[config.mk]
export PLATFORM = sky130hd
export DESIGN_NAME = bus_arb_flat
export DESIGN_NICKNAME = d
export VERILOG_FILES = /design/src/rtl/bus_arb_if.sv /design/src/rtl/bus_arb.sv /design/src/flat_wrapper.sv
export SDC_FILE = /design/constraint.sdc
export NUM_CORES = 1
export LEC_CHECK = 0
export BUFFER_PORTS_ARGS = -buffer_cell sky130_fd_sc_hd__buf_2
export CAP_MARGIN = 20
export CORE_MARGIN = 1
export CORE_UTILIZATION = 40
export DETAILED_ROUTE_END_ITERATION = 8
export PLACE_DENSITY = 0.69
export SLEW_MARGIN = 5
export SYNTH_ARGS = -nofsm -noshare
export SYNTH_HDL_FRONTEND = slang
export SYNTH_SLANG_ARGS = --single-unit
[constraint.sdc]
create_clock -name CLK -period 2.1 [get_ports CLK]
set_input_delay 0.315 -clock CLK [delete_from_list [all_inputs] [get_ports CLK]]
set_output_delay 0.315 -clock CLK [all_outputs]
set_load 0.005 [all_outputs]
[src/rtl/bus_arb_if.sv]
// Bus arbiter signal bundle: per-master request/lock/burst inputs, slave ready,
// and the grant outputs. The arbiter binds the slave modport, the requesters the master modport.
interface bus_arb_if;
  logic [2:0]  MxREQ;
  logic [2:0]  MxLK;
  logic [11:0] MxRB;
  logic        SxRDY;
  logic [3:0]  MxGNT;
  logic [1:0]  GNT_ID;
  logic        LAST;
  logic        BUSY;

  // Handshake: a beat completes on a rising CLK edge where the bus is owned (BUSY=1)
  // and SxRDY=1; with SxRDY=0 the owner, beat counter and lock count all hold.
  modport slave (
    input  MxREQ, MxLK, MxRB, SxRDY,
    output MxGNT, GNT_ID, LAST, BUSY
  );

  modport master (
    output MxREQ, MxLK, MxRB, SxRDY,
    input  MxGNT, GNT_ID, LAST, BUSY
  );
endinterface

[src/rtl/bus_arb.sv]
// Three-master bus arbiter with burst counting, bounded lock re-grants and a parked default master.
// Define BUS_ARB_FIXED_PRIO_EN for fixed priority (0 > 1 > 2) instead of round-robin.
module bus_arb #(
  parameter int LOCK_MAX = 8
) (
  input  logic      CLK,
  input  logic      RST,
  bus_arb_if.slave  bus,
  output logic      state_dbg
);

  typedef enum logic {PARK = 1'b0, XFER = 1'b1} state_t;

  state_t     state, state_n;
  logic [1:0] owner, owner_n;
  logic [3:0] cnt, cnt_n;
  logic [3:0] lock_cnt, lock_cnt_n;
  logic [2:0] owner_bit;
  logic [2:0] cand;
  logic [1:0] winner;
  logic       lock_ok;
  logic       lock_spent;
`ifndef BUS_ARB_FIXED_PRIO_EN
  logic [1:0] last_owner, last_owner_n;
`endif

  function automatic logic [3:0] rb_of(input logic [11:0] rb, input logic [1:0] idx);
    case (idx)
      2'd0:    rb_of = rb[3:0];
      2'd1:    rb_of = rb[7:4];
      default: rb_of = rb[11:8];
    endcase
  endfunction

  always_ff @(posedge CLK) begin
    if (RST) begin
      state      <= PARK;
      owner      <= 2'd0;
      cnt        <= 4'd0;
      lock_cnt   <= 4'd0;
`ifndef BUS_ARB_FIXED_PRIO_EN
      last_owner <= 2'd2;
`endif
    end else begin
      state      <= state_n;
      owner      <= owner_n;
      cnt        <= cnt_n;
      lock_cnt   <= lock_cnt_n;
`ifndef BUS_ARB_FIXED_PRIO_EN
      last_owner <= last_owner_n;
`endif
    end
  end

  // Candidate set: an owner that used up its lock budget steps aside only if someone else waits.
  always_comb begin
    owner_bit  = 3'b001 << owner;
    lock_spent = (lock_cnt >= 4'(LOCK_MAX));
    lock_ok    = ((bus.MxLK & owner_bit) != 3'b000) && ((bus.MxREQ & owner_bit) != 3'b000) &&
                 (lock_cnt < 4'(LOCK_MAX));
    cand       = bus.MxREQ;
    if (state == XFER && lock_spent && ((bus.MxREQ & ~owner_bit) != 3'b000))
      cand = bus.MxREQ & ~owner_bit;
  end

  always_comb begin
    winner = 2'd0;
`ifdef BUS_ARB_FIXED_PRIO_EN
    if (cand[0])      winner = 2'd0;
    else if (cand[1]) winner = 2'd1;
    else              winner = 2'd2;
`else
    case (last_owner)
      2'd0:    winner = cand[1] ? 2'd1 : (cand[2] ? 2'd2 : 2'd0);
      2'd1:    winner = cand[2] ? 2'd2 : (cand[0] ? 2'd0 : 2'd1);
      default: winner = cand[0] ? 2'd0 : (cand[1] ? 2'd1 : 2'd2);
    endcase
`endif
  end

  always_comb begin
    state_n      = state;
    owner_n      = owner;
    cnt_n        = cnt;
    lock_cnt_n   = lock_cnt;
`ifndef BUS_ARB_FIXED_PRIO_EN
    last_owner_n = last_owner;
`endif
    case (state)
      PARK: begin
        if (cand != 3'b000) begin
          state_n      = XFER;
          owner_n      = winner;
          cnt_n        = rb_of(bus.MxRB, winner);
`ifndef BUS_ARB_FIXED_PRIO_EN
          last_owner_n = winner;
`endif
        end
      end
      default: begin
        if (bus.SxRDY) begin
          if (cnt != 4'd0) begin
            cnt_n = cnt - 4'd1;
          end else if (lock_ok) begin
            cnt_n        = rb_of(bus.MxRB, owner);
            lock_cnt_n   = lock_cnt + 4'd1;
`ifndef BUS_ARB_FIXED_PRIO_EN
            last_owner_n = owner;
`endif
          end else begin
            lock_cnt_n = 4'd0;
            if (cand != 3'b000) begin
              owner_n      = winner;
              cnt_n        = rb_of(bus.MxRB, winner);
`ifndef BUS_ARB_FIXED_PRIO_EN
              last_owner_n = winner;
`endif
            end else begin
              state_n = PARK;
              cnt_n   = 4'd0;
            end
          end
        end
      end
    endcase
  end

  always_comb begin
    state_dbg  = state;
    bus.BUSY   = (state == XFER);
    bus.MxGNT  = (state == XFER) ? (4'b0001 << owner) : 4'b1000;
    bus.GNT_ID = (state == XFER) ? owner : 2'd3;
    bus.LAST   = (state == XFER) && (cnt == 4'd0);
  end

endmodule

[src/flat_wrapper.sv]
// flat-port wrapper written by rule: the top's interface ports become plain ports
module bus_arb_flat 
#(
  parameter int LOCK_MAX = 8
)
  (CLK, RST, state_dbg, bus_MxREQ, bus_MxLK, bus_MxRB, bus_SxRDY, bus_MxGNT, bus_GNT_ID, bus_LAST, bus_BUSY);
  bus_arb_if bus_i ();
  input  logic CLK;
  input  logic RST;
  output logic state_dbg;
  input wire logic [$bits(bus_i.MxREQ)-1:0] bus_MxREQ;
  input wire logic [$bits(bus_i.MxLK)-1:0] bus_MxLK;
  input wire logic [$bits(bus_i.MxRB)-1:0] bus_MxRB;
  input wire logic [$bits(bus_i.SxRDY)-1:0] bus_SxRDY;
  output wire logic [$bits(bus_i.MxGNT)-1:0] bus_MxGNT;
  output wire logic [$bits(bus_i.GNT_ID)-1:0] bus_GNT_ID;
  output wire logic [$bits(bus_i.LAST)-1:0] bus_LAST;
  output wire logic [$bits(bus_i.BUSY)-1:0] bus_BUSY;
  assign bus_i.MxREQ = bus_MxREQ;
  assign bus_i.MxLK = bus_MxLK;
  assign bus_i.MxRB = bus_MxRB;
  assign bus_i.SxRDY = bus_SxRDY;
  assign bus_MxGNT = bus_i.MxGNT;
  assign bus_GNT_ID = bus_i.GNT_ID;
  assign bus_LAST = bus_i.LAST;
  assign bus_BUSY = bus_i.BUSY;
  bus_arb #(.LOCK_MAX(LOCK_MAX)) u_core (.CLK(CLK), .RST(RST), .bus(bus_i), .state_dbg(state_dbg));
endmodule
[Yosys cells after proc, flatten, opt, wreduce, memory -nomap -nowiden]
Cells that the tools add are included.
Cells by class
  add/subtract/negate cells: 2
  order comparisons: 2
  eq/ne operators: 6
  shift operators: 2
  muxes and demuxes: 34
  bitwise logic cells: 5
  reduce and logical (&&, ||, !) cells: 19
Operators by type and width (number)
  2-bit two-way mux: 16
  4-bit two-way mux: 8
  4-bit case mux with 2 select lines: 2
  3-bit nonzero test: 4
  3-bit bitwise AND: 3
  2-bit by 1-bit == test with 1-bit output, second input constant: 3
  2-bit zero test: 3
  1-bit two-way mux: 6
  2-bit inequality test, second input constant: 3
  3-bit AND reduction: 2
  1-bit logical AND: 5
  4-bit by 1-bit adder with 4-bit output, second input constant: 1
  4-bit >= comparator, second input constant: 1
  4-bit zero test: 1
  4-bit < comparator, second input constant: 1
  2-bit case mux with 2 select lines: 1
  2-bit AND reduction: 2
  4-bit nonzero test: 1
  1-bit by 2-bit left shift with 4-bit output, first input constant: 1
  4-bit by 1-bit subtractor with 4-bit output, second input constant: 1
  3-bit two-way mux: 1
  3-bit inverter: 1
  1-bit by 2-bit left shift with 3-bit output, first input constant: 1
  2-bit nonzero test: 1
  1-bit inverter: 1
Storage, ports and cells
  register bits after elaboration: 13
  input port bits: 21
  output and inout port bits: 9

[Depth between registers and ports, before layout]
Gate-level depths: netlist of the first run.
  word-level depth: 16
  gate-level depth with buffers: 8
  gate-level depth less buffers: 8

[Worst setup path before layout of the first run]
No wires, ideal clock.
  kind: register to register
  start: register u_core.cnt[0]
  end: register u_core.cnt[0]
  library setup time: 0.062 ns
  arrival time: 1.762 ns
  required time: 2.038 ns
  setup slack: 0.276 ns
  cell stages (with the launch flop): 9
  path buffers: 0
  cell sequence: dfxtp_1 > inv_1 > ha_1 > nor3b_4 > nand2_2 > and2_4 > a2111oi_4 > a31oi_1 > nand3_1
On the way
  word-level cells in the longest chain between the ends: 4
RTL lines
  from (decl): line bus_arb.sv:16  | logic [3:0] cnt, cnt_n;
  from (signal assigned): line bus_arb.sv:47  | cnt <= cnt_n;
  4-bit by 1-bit subtractor with 4-bit output / 4-bit nonzero test (equally long branches): line bus_arb.sv:103, bus_arb.sv:102
  4-bit two-way mux *: line bus_arb.sv:102  | if (cnt != 4'd0) begin
  4-bit two-way mux *: line bus_arb.sv:101  | if (bus.SxRDY) begin
  4-bit two-way mux *: line bus_arb.sv:89  | case (state)
Every way passes the cells marked *; elsewhere a longest branch is shown, timed or not. The select of a mux whose other input is x is not followed.
A chain may end at the register's enable or synchronous reset.

[Worst setup path in the final report of the first run]
  start: register u_core.owner[0]
  end: register u_core.cnt[3]
On the way
  word-level cells in the longest chain between the ends: 16
RTL lines
  from (decl): line bus_arb.sv:15  | logic [1:0] owner, owner_n;
  from (signal assigned): line bus_arb.sv:46  | owner <= owner_n;
  1-bit by 2-bit left shift with 3-bit output: line bus_arb.sv:57  | owner_bit = 3'b001 << owner;
  3-bit inverter: line bus_arb.sv:62, bus_arb.sv:63
  3-bit bitwise AND: line bus_arb.sv:62, bus_arb.sv:63
  3-bit nonzero test: line bus_arb.sv:62  | if (state == XFER && lock_spent && ((bus.MxREQ & ~owner_bit) != 3'b000))
  1-bit logical AND: line bus_arb.sv:62
  3-bit two-way mux: line bus_arb.sv:62
  2-bit two-way mux, or another cell as far along: line bus_arb.sv:76  | default: winner = cand[0] ? 2'd0 : (cand[1] ? 2'd1 : 2'd2);
  2-bit two-way mux (on tied branches): line bus_arb.sv:76, bus_arb.sv:75, bus_arb.sv:74
  2-bit case mux with 2 select lines: line bus_arb.sv:73  | case (last_owner)
  2-bit by 1-bit == test with 1-bit output / 2-bit zero test (equally long branches): line bus_arb.sv:28  | case (idx)
  4-bit case mux with 2 select lines: line bus_arb.sv:28
  4-bit two-way mux: line bus_arb.sv:112  | if (cand != 3'b000) begin
  4-bit two-way mux: line bus_arb.sv:104  | end else if (lock_ok) begin
  4-bit two-way mux: line bus_arb.sv:102
  4-bit two-way mux: line bus_arb.sv:101
  4-bit two-way mux: line bus_arb.sv:89
Parallel ways exist; a longest one is shown, timed or not. The select of a mux whose other input is x is not followed.

==> impl_results.md, run 1 <==
- Relative slew slack: 70.1%
- Fin util: 50.7%
- Gr ovfl total: 0
- Worst VDD drop: 360 uV
- Status: finished, violations left
- Total wire length: 3.28 mm
- CTS sink count: 13
- Cell area power density: 617 nW/um^2
- Total GRT Usage: 21.4%
- Final Setup Violations: 0
- Drt wl/cell: 15.1 um
- Crit-path max FO: 10
- Worst hold slack: 0.280 ns
- Number of DRC markers in iteration 0: 69
- Top FF cell, synth: dfxtp_1
- Core area: 2830 sq um
- Clock tree buffer depth: 2
- DP Area: 1410 sq um
- R2R depth: 6
- Critical path launch point: u_core.owner[0]$_SDFFE_PP0P_
- Synthesized area per cell: 7.92 sq um
- Reg2reg start: u_core.owner[0]$_SDFFE_PP0P_
- Worst setup EP type: flop
- Share of layout cells above drive strength 1: 30.1%
- DIE WIDTH: 57.6 um
- Layout overhead on the synthesized area: 16.2%
- TritonCTS clock tree: built
- # DRC: 4
- Fmax achieved: 508 MHz
- First-pass GRT wire length: 5.48 mm
- Vias: 1,304
- FILL cells: 273
- Lkg Pwr: 0.000601 uW
- H-tree depth: 1
- DR vias/cell: 6.01
- Final GP Congestion: 0.863
- Number of CTS-inserted buffers: 3
- Antenna-violating nets left: 0
- Largest net degree at the start of global routing: 15
- Crit path max-delay cell type: dfxtp_1
- Reg-to-Reg End: u_core.cnt[3]$_SDFFE_PP0P_
- Gr busiest metal: met2
- CP Class: flop to flop
- Met2 Use GR: 35.4%
- Worst Skew: 0.000442 ns
- Pins Over Slew Limit: 0
- Synth Register Bits: 13
- Post-layout min period: 1.97 ns
- Final #Nets: 210
- Yosys warnings: 0
- IO Port Bufs: 29
- Final period util: 93.7%
- Final Cell Area: 1440 sq um
- Max-cap viol count: 0
- Crit path required time: 2.30 ns
- Mapped cell area: 1230 sq um
- DIE HEIGHT: 57.6 um
- Sequential cell area fraction in the yosys report: 21.1%
- Buffers inserted by post-CTS timing repair: 0
- Clock root buffer: clkbuf_4
- Met1 usage: 25.8%
- Clk pin slew, worst setup/hold paths: 0.08 ns
- Register-to-register setup slack: 0.13 ns
- Initial antenna violation count: 0
- DRT Pass-1 Iters: 6
- Failing checks: design-rule violations
- Clk_lat worst skew: 0.27 ns
- Final Hold Fails: 0
- Slew @ Worst Pin: 0.449 ns
- Startpoint Class: flop
- # diodes: 0
- Unrepaired setup endpoints after global routing: no
- Initial core utilization: 43.7%
- EDFF count, synth: 0
- Number of global-route vias before repair: 1,240
- Final TNS setup: 0 ns
- Placed insts: 213
- Total die area: 3310 sq um
- Synth cell types: 53
- FFs w/ async S/R, synth: 0%
- Critical Path AT: 2.16 ns
- Hold Crit Class: input port to flop
- IO Count: 30
- Row cnt: 19
- Fin cells: 217
- Synth Instances: 156
- Crit path largest cell delay: 0.50 ns
- DP HPWL: 2.57 mm
- Syn Nets: 179
- Critical path cell sequence: nand4b_1, a31oi_4, buf_4, mux2i_1, a41oi_1, a211oi_2
- Worst setup path endpoint: u_core.cnt[3]$_SDFFE_PP0P_
- Met3 Use GR: 5.22%
-- Yosys cell counts, types with 2 or more instances --
cell	instances	share of area, %
a21oi_1	14	5.7
nor2_1	14	4.3
dfxtp_1	13	21
o21ai_0	11	4.5
nand2_1	10	3.0
mux2i_1	9	7.3
nand3_1	8	3.2
inv_1	7	2.1
buf_4	4	2.4
nor3_1	4	1.6
a31oi_1	3	1.5
buf_2	3	1.2
nand2b_1	3	1.5
nand4b_1	3	2.1
nor4b_1	3	2.1
o21ai_1	3	1.2
a41oi_1	2	1.4
and2_1	2	1.0
clkbuf_1	2	0.61
ha_1	2	2.0
nand3b_1	2	1.2
nand4bb_1	2	1.8
o211a_1	2	1.6
-- repair_timing --
| item | in CTS | in global routing |
|---|---|---|
| hold buffers | 0 | 0 |
| endpoints found under the setup margin | 0 | 5 |
| resized for setup | 0 | 1 |
-- worst min-delay path by stage --
stage                                    start                               to  depth (start not counted)
3_3_place_gp   u_core.lock_cnt[1]$_SDFFE_PP0P_  u_core.lock_cnt[1]$_SDFFE_PP0P_                          2
2_1_floorplan                      bus_MxRB[0]       u_core.cnt[0]$_SDFFE_PP0P_                          2
4_1_cts                            bus_MxRB[9]       u_core.cnt[1]$_SDFFE_PP0P_                          3
3_5_place_dp   u_core.lock_cnt[1]$_SDFFE_PP0P_  u_core.lock_cnt[1]$_SDFFE_PP0P_                          2
5_1_grt                            bus_MxRB[0]       u_core.cnt[0]$_SDFFE_PP0P_                          3
6_report                           bus_MxRB[9]       u_core.cnt[1]$_SDFFE_PP0P_                          3
-- cell type report --
cell class | instances | area, sq um | share of cell area (%)
repair buffers | 36 | 198 | 13.8
flip-flops and latches | 13 | 260 | 18.1
inverters | 7 | 26.3 | 1.83
multi-input cells | 126 | 885 | 61.6
clock buffers | 3 | 22.5 | 1.57
well taps | 31 | 38.8 | 2.70
clock inverters | 1 | 5.00 | 0.349
-- report_power, final --
part	switching, uW	internal [uW]	leakage [uW]
registers	41.5	274	0.000107
logic	217	200	0.000477
clock network	82.2	70.6	0.0000177
-- layout by cell type, fill, tap and decap left out, types with 2 or more instances in the layout --
| cell type | count |
|---|---|
| nand3_1 | 8 |
| dfxtp_1 | 13 |
| nand3b_1 | 2 |
| nand4bb_1 | 2 |
| o21ai_1 | 3 |
| buf_4 | 7 |
| a21oi_1 | 14 |
| and2_1 | 2 |
| nor2_1 | 14 |
| nor4b_1 | 3 |
| nand4b_1 | 3 |
| nand2b_1 | 3 |
| nor3_1 | 4 |
| inv_1 | 7 |
| a41oi_1 | 2 |
| buf_2 | 29 |
| a31oi_1 | 3 |
| o21ai_0 | 11 |
| o211a_1 | 2 |
| clkbuf_4 | 3 |
| ha_1 | 2 |
| mux2i_1 | 9 |
| nand2_1 | 10 |
-- sequential cells by signal, indices dropped and copies added, names as in the netlist --
| signal | count |
|---|---|
| u_core.cnt | 4 |
| u_core.lock_cnt | 4 |
| u_core.last_owner | 2 |
| u_core.owner | 2 |
| u_core.bus.BUSY | 1 |
-- layer usage --
metal  vias to the layer above  wire, um
li1                        640         -
met1                       614      1470
met2                        40      1550
met3                        10       155
met4                         0       102
met5                         -         0
-- stage by stage --
step	setup WS [ns]	power, uW
CTS	0.0522	893
detailed placement	0.0807	735
global route	0.00223	955
finish	0.131	885
global placement	0.140	725
floorplan	0.276	613
-- critical path: cells and delay by family (launching register included) --
family | cells | cell delay (ns)
buffers and inverters | 1 | 0.21
flip-flops | 1 | 0.50
multiplexers | 1 | 0.17
AO/OA/AOI/OAI | 3 | 0.79
AND/OR/NAND/NOR | 1 | 0.21
-- kinds of logic (layout without fill, tap and decap cells) --
kind of cell               count (synthesis)  after routing  synth area share [%]
AOI/OAI and AO/OA                         48             48                  28.9
DFF                                       13             13                  21.1
muxes                                     10             10                  8.21
and+or+nand+nor                           65             65                  31.8
buffers and inverters                     17             47                  7.30
adders and majority gates                  2              2                  2.03
xor gates and xnor gates                   1              1                 0.709
Note: power is estimated with default switching activity, not from simulation.
==> run 2, diff against run 1 <==
- CORE_ASPECT_RATIO: not set -> 1.75
==> run 2 against run 1 <==
The flow still finishes with violations (design-rule violations). Clock power is 51% higher. Clock skew is 0.0014 ns higher. Largest power group unchanged. Critical endpoint unchanged. Die area is 0.26% higher. Highest routed layer unchanged. Utilization is 0.22 points lower.
==> impl_results.md, run 2 (synthesis gave the netlist of run 1 again) <==
- Fmax achieved: 509 MHz (was 508 MHz)
- Internal power: 622 uW (was 545 uW)
- Pins Over Slew Limit: 0 (unchanged)
- Fin cells: 218 (was 217)
- IO Port Bufs: 29 (unchanged)
- Regs by FF count: u_core.cnt: 4 flops, u_core.lock_cnt: 4 flops (unchanged)
- Gate power share: 44.8% (was 47.1%)
- Clk pin slew, worst setup/hold paths: 0.06 ns (was 0.08 ns)
- Startpoint Class: flop (unchanged)
- H-tree depth: 1 (unchanged)
- Final period util: 93.6% (was 93.7%)
- # DRC: 4 (unchanged)
- Total die area: 3320 sq um (was 3310 sq um)
- FILL cells: 279 (was 273)
- Antenna-violating nets left: 0 (unchanged)
- Core area: 2930 sq um (was 2830 sq um)
- Number of CTS-inserted buffers: 3 (unchanged)
- DIE HEIGHT: 75.5 um (was 57.6 um)
- Final Setup Violations: 0 (unchanged)
- Total wire length: 3.64 mm (was 3.28 mm)
- Final TNS setup: 0 ns (unchanged)
- Clk_lat worst skew: 0.25 ns (was 0.27 ns)
- Buffers inserted by post-CTS timing repair: 0 (unchanged)
- IO Count: 30 (unchanged)
- Worst setup EP type: flop (unchanged)
- Met3 Use GR: 3.79% (was 5.22%)
- Lkg Pwr: 0.000625 uW (was 0.000601 uW)
- Drt wl/cell: 16.7 um (was 15.1 um)
- Number of global-route vias before repair: 1,330 (was 1,240)
- Met1 usage: 23.5% (was 25.8%)
- Status: finished, violations left (unchanged)
- Post-layout min period: 1.97 ns (about the same)
- Gr ovfl total: 0 (unchanged)
- Layout overhead on the synthesized area: 19.8% (was 16.2%)
- Crit-path max FO: 11 (was 10)
- CP Class: flop to flop (unchanged)
- Relative slew slack: 71.9% (was 70.1%)
- Share of layout cells above drive strength 1: 31.1% (was 30.1%)
- Clock tree buffer depth: 2 (unchanged)
- Final #Nets: 214 (was 210)
- Clk pwr share: 23.2% (was 17.3%)
- Sequential share of power: 32.0% (was 35.6%)
- Crit path required time: 2.22 ns (was 2.30 ns)
- Vias: 1,346 (was 1,304)
- Final Worst Setup Slack: 0.134 ns (was 0.131 ns)
- Placed insts: 214 (was 213)
- Total GRT Usage: 23.9% (was 21.4%)
- Clock root buffer: clkbuf_8 (was clkbuf_4)
- DIE WIDTH: 44 um (was 57.6 um)
- DRT Pass-1 Iters: 7 (was 6)
- Commonest non-fill, non-tap cell in the layout: buf_2 (unchanged)
- Largest net degree at the start of global routing: 15 (unchanged)
- Gr busiest metal: met2 (unchanged)
- Max-cap viol count: 0 (unchanged)
- CTS sink count: 13 (unchanged)
- Worst VDD drop: 379 uV (was 360 uV)
- TritonCTS clock tree: built (unchanged)
- Failing checks: design-rule violations (unchanged)
- Unrepaired setup endpoints after global routing: no (unchanged)
- Final Hold Fails: 0 (unchanged)
- Cell area power density: 672 nW/um^2 (was 617 nW/um^2)
- Row cnt: 26 (was 19)
- Number of DRC markers in iteration 0: 53 (was 69)
- Psw: 372 uW (was 340 uW)
- DR vias/cell: 6.17 (was 6.01)
- Worst Skew: 0.00183 ns (was 0.000442 ns)
- Hold Crit Class: input port to flop (unchanged)
- Most frequent cells in the layout: buf_2 (29), nor2_1 (14), a21oi_1 (14) (unchanged)
- # diodes: 0 (unchanged)
- First-pass GRT wire length: 5.95 mm (was 5.48 mm)
- Setup Slack @ Placement: 0.147 ns (was 0.0807 ns)
- Initial core utilization: 42.2% (was 43.7%)
- Slew @ Worst Pin: 0.416 ns (was 0.449 ns)
- Final GP Congestion: 0.904 (was 0.863)
- Initial antenna violation count: 0 (unchanged)
- Met2 Use GR: 44.4% (was 35.4%)
- Critical Path AT: 2.08 ns (was 2.16 ns)
- DP HPWL: 2.90 mm (was 2.57 mm)
- Sw Share: 37.4% (was 38.5%)
## run 2: critical path, stage by stage (launching register included)
cell,delay [ns]
dfxtp_1,0.51
nand3b_1,0.21
o21ai_0,0.10
and4_1,0.23
or2_1,0.33
a21oi_1,0.32
a211oi_2,0.12
## run 2: power by group through the flow
stage               Clock (uW)  Combinational (uW)  Sequential [uW]
global route               247                 489              321
finish                     231                 446              318
CTS                        235                 440              318
global placement             0                 427              321
detailed placement           0                 438              323
floorplan                    0                 309              305
## run 2: final timing paths
check	start	to	cells after the start	slack [ns]
max	u_core.owner[0]$_SDFFE_PP0P_	u_core.cnt[3]$_SDFFE_PP0P_	6	0.13
min	bus_MxRB[9]	u_core.cnt[1]$_SDFFE_PP0P_	3	0.30
min reg2reg	u_core.lock_cnt[1]$_SDFFE_PP0P_	u_core.lock_cnt[1]$_SDFFE_PP0P_	2	0.48
max reg2reg	u_core.owner[0]$_SDFFE_PP0P_	u_core.cnt[3]$_SDFFE_PP0P_	6	0.13
## run 2: repair_timing
| action | CTS | global route |
|---|---|---|
| hold buffers | 0 | 0 |
| endpoints found under the setup margin | 0 | 1 |
| resized for setup | 0 | 1 |
## run 2: final cells by class
cell class                      instances  area [sq um]  share of cell area (%)
Inverter                                7          26.3                    1.78
Sequential cell                        13           260                    17.6
Timing Repair Buffer                   40           228                    15.4
Multi-Input combinational cell        126           885                    59.8
Clock buffer                            4          45.0                    3.05
Tap cell                               28          35.0                    2.37
## run 2: per-stage QoR
step	hold WS [ns]	instance area [sq um]	power, uW	utilization (%)
6_report	0.304	1480	995	50.5
5_1_grt	0.333	1480	1060	50.5
3_3_place_gp	0.460	1430	748	49.0
2_1_floorplan	0.448	1230	613	-
3_5_place_dp	0.477	1430	761	49.0
4_1_cts	0.305	1480	993	50.5
## run 2: routing by layer
layer  vias to the layer above  wire length [um]
met1                       628              1300
met4                         0               206
li1                        646                 -
met3                        18               146
met2                        54              1990
met5                         -                 0
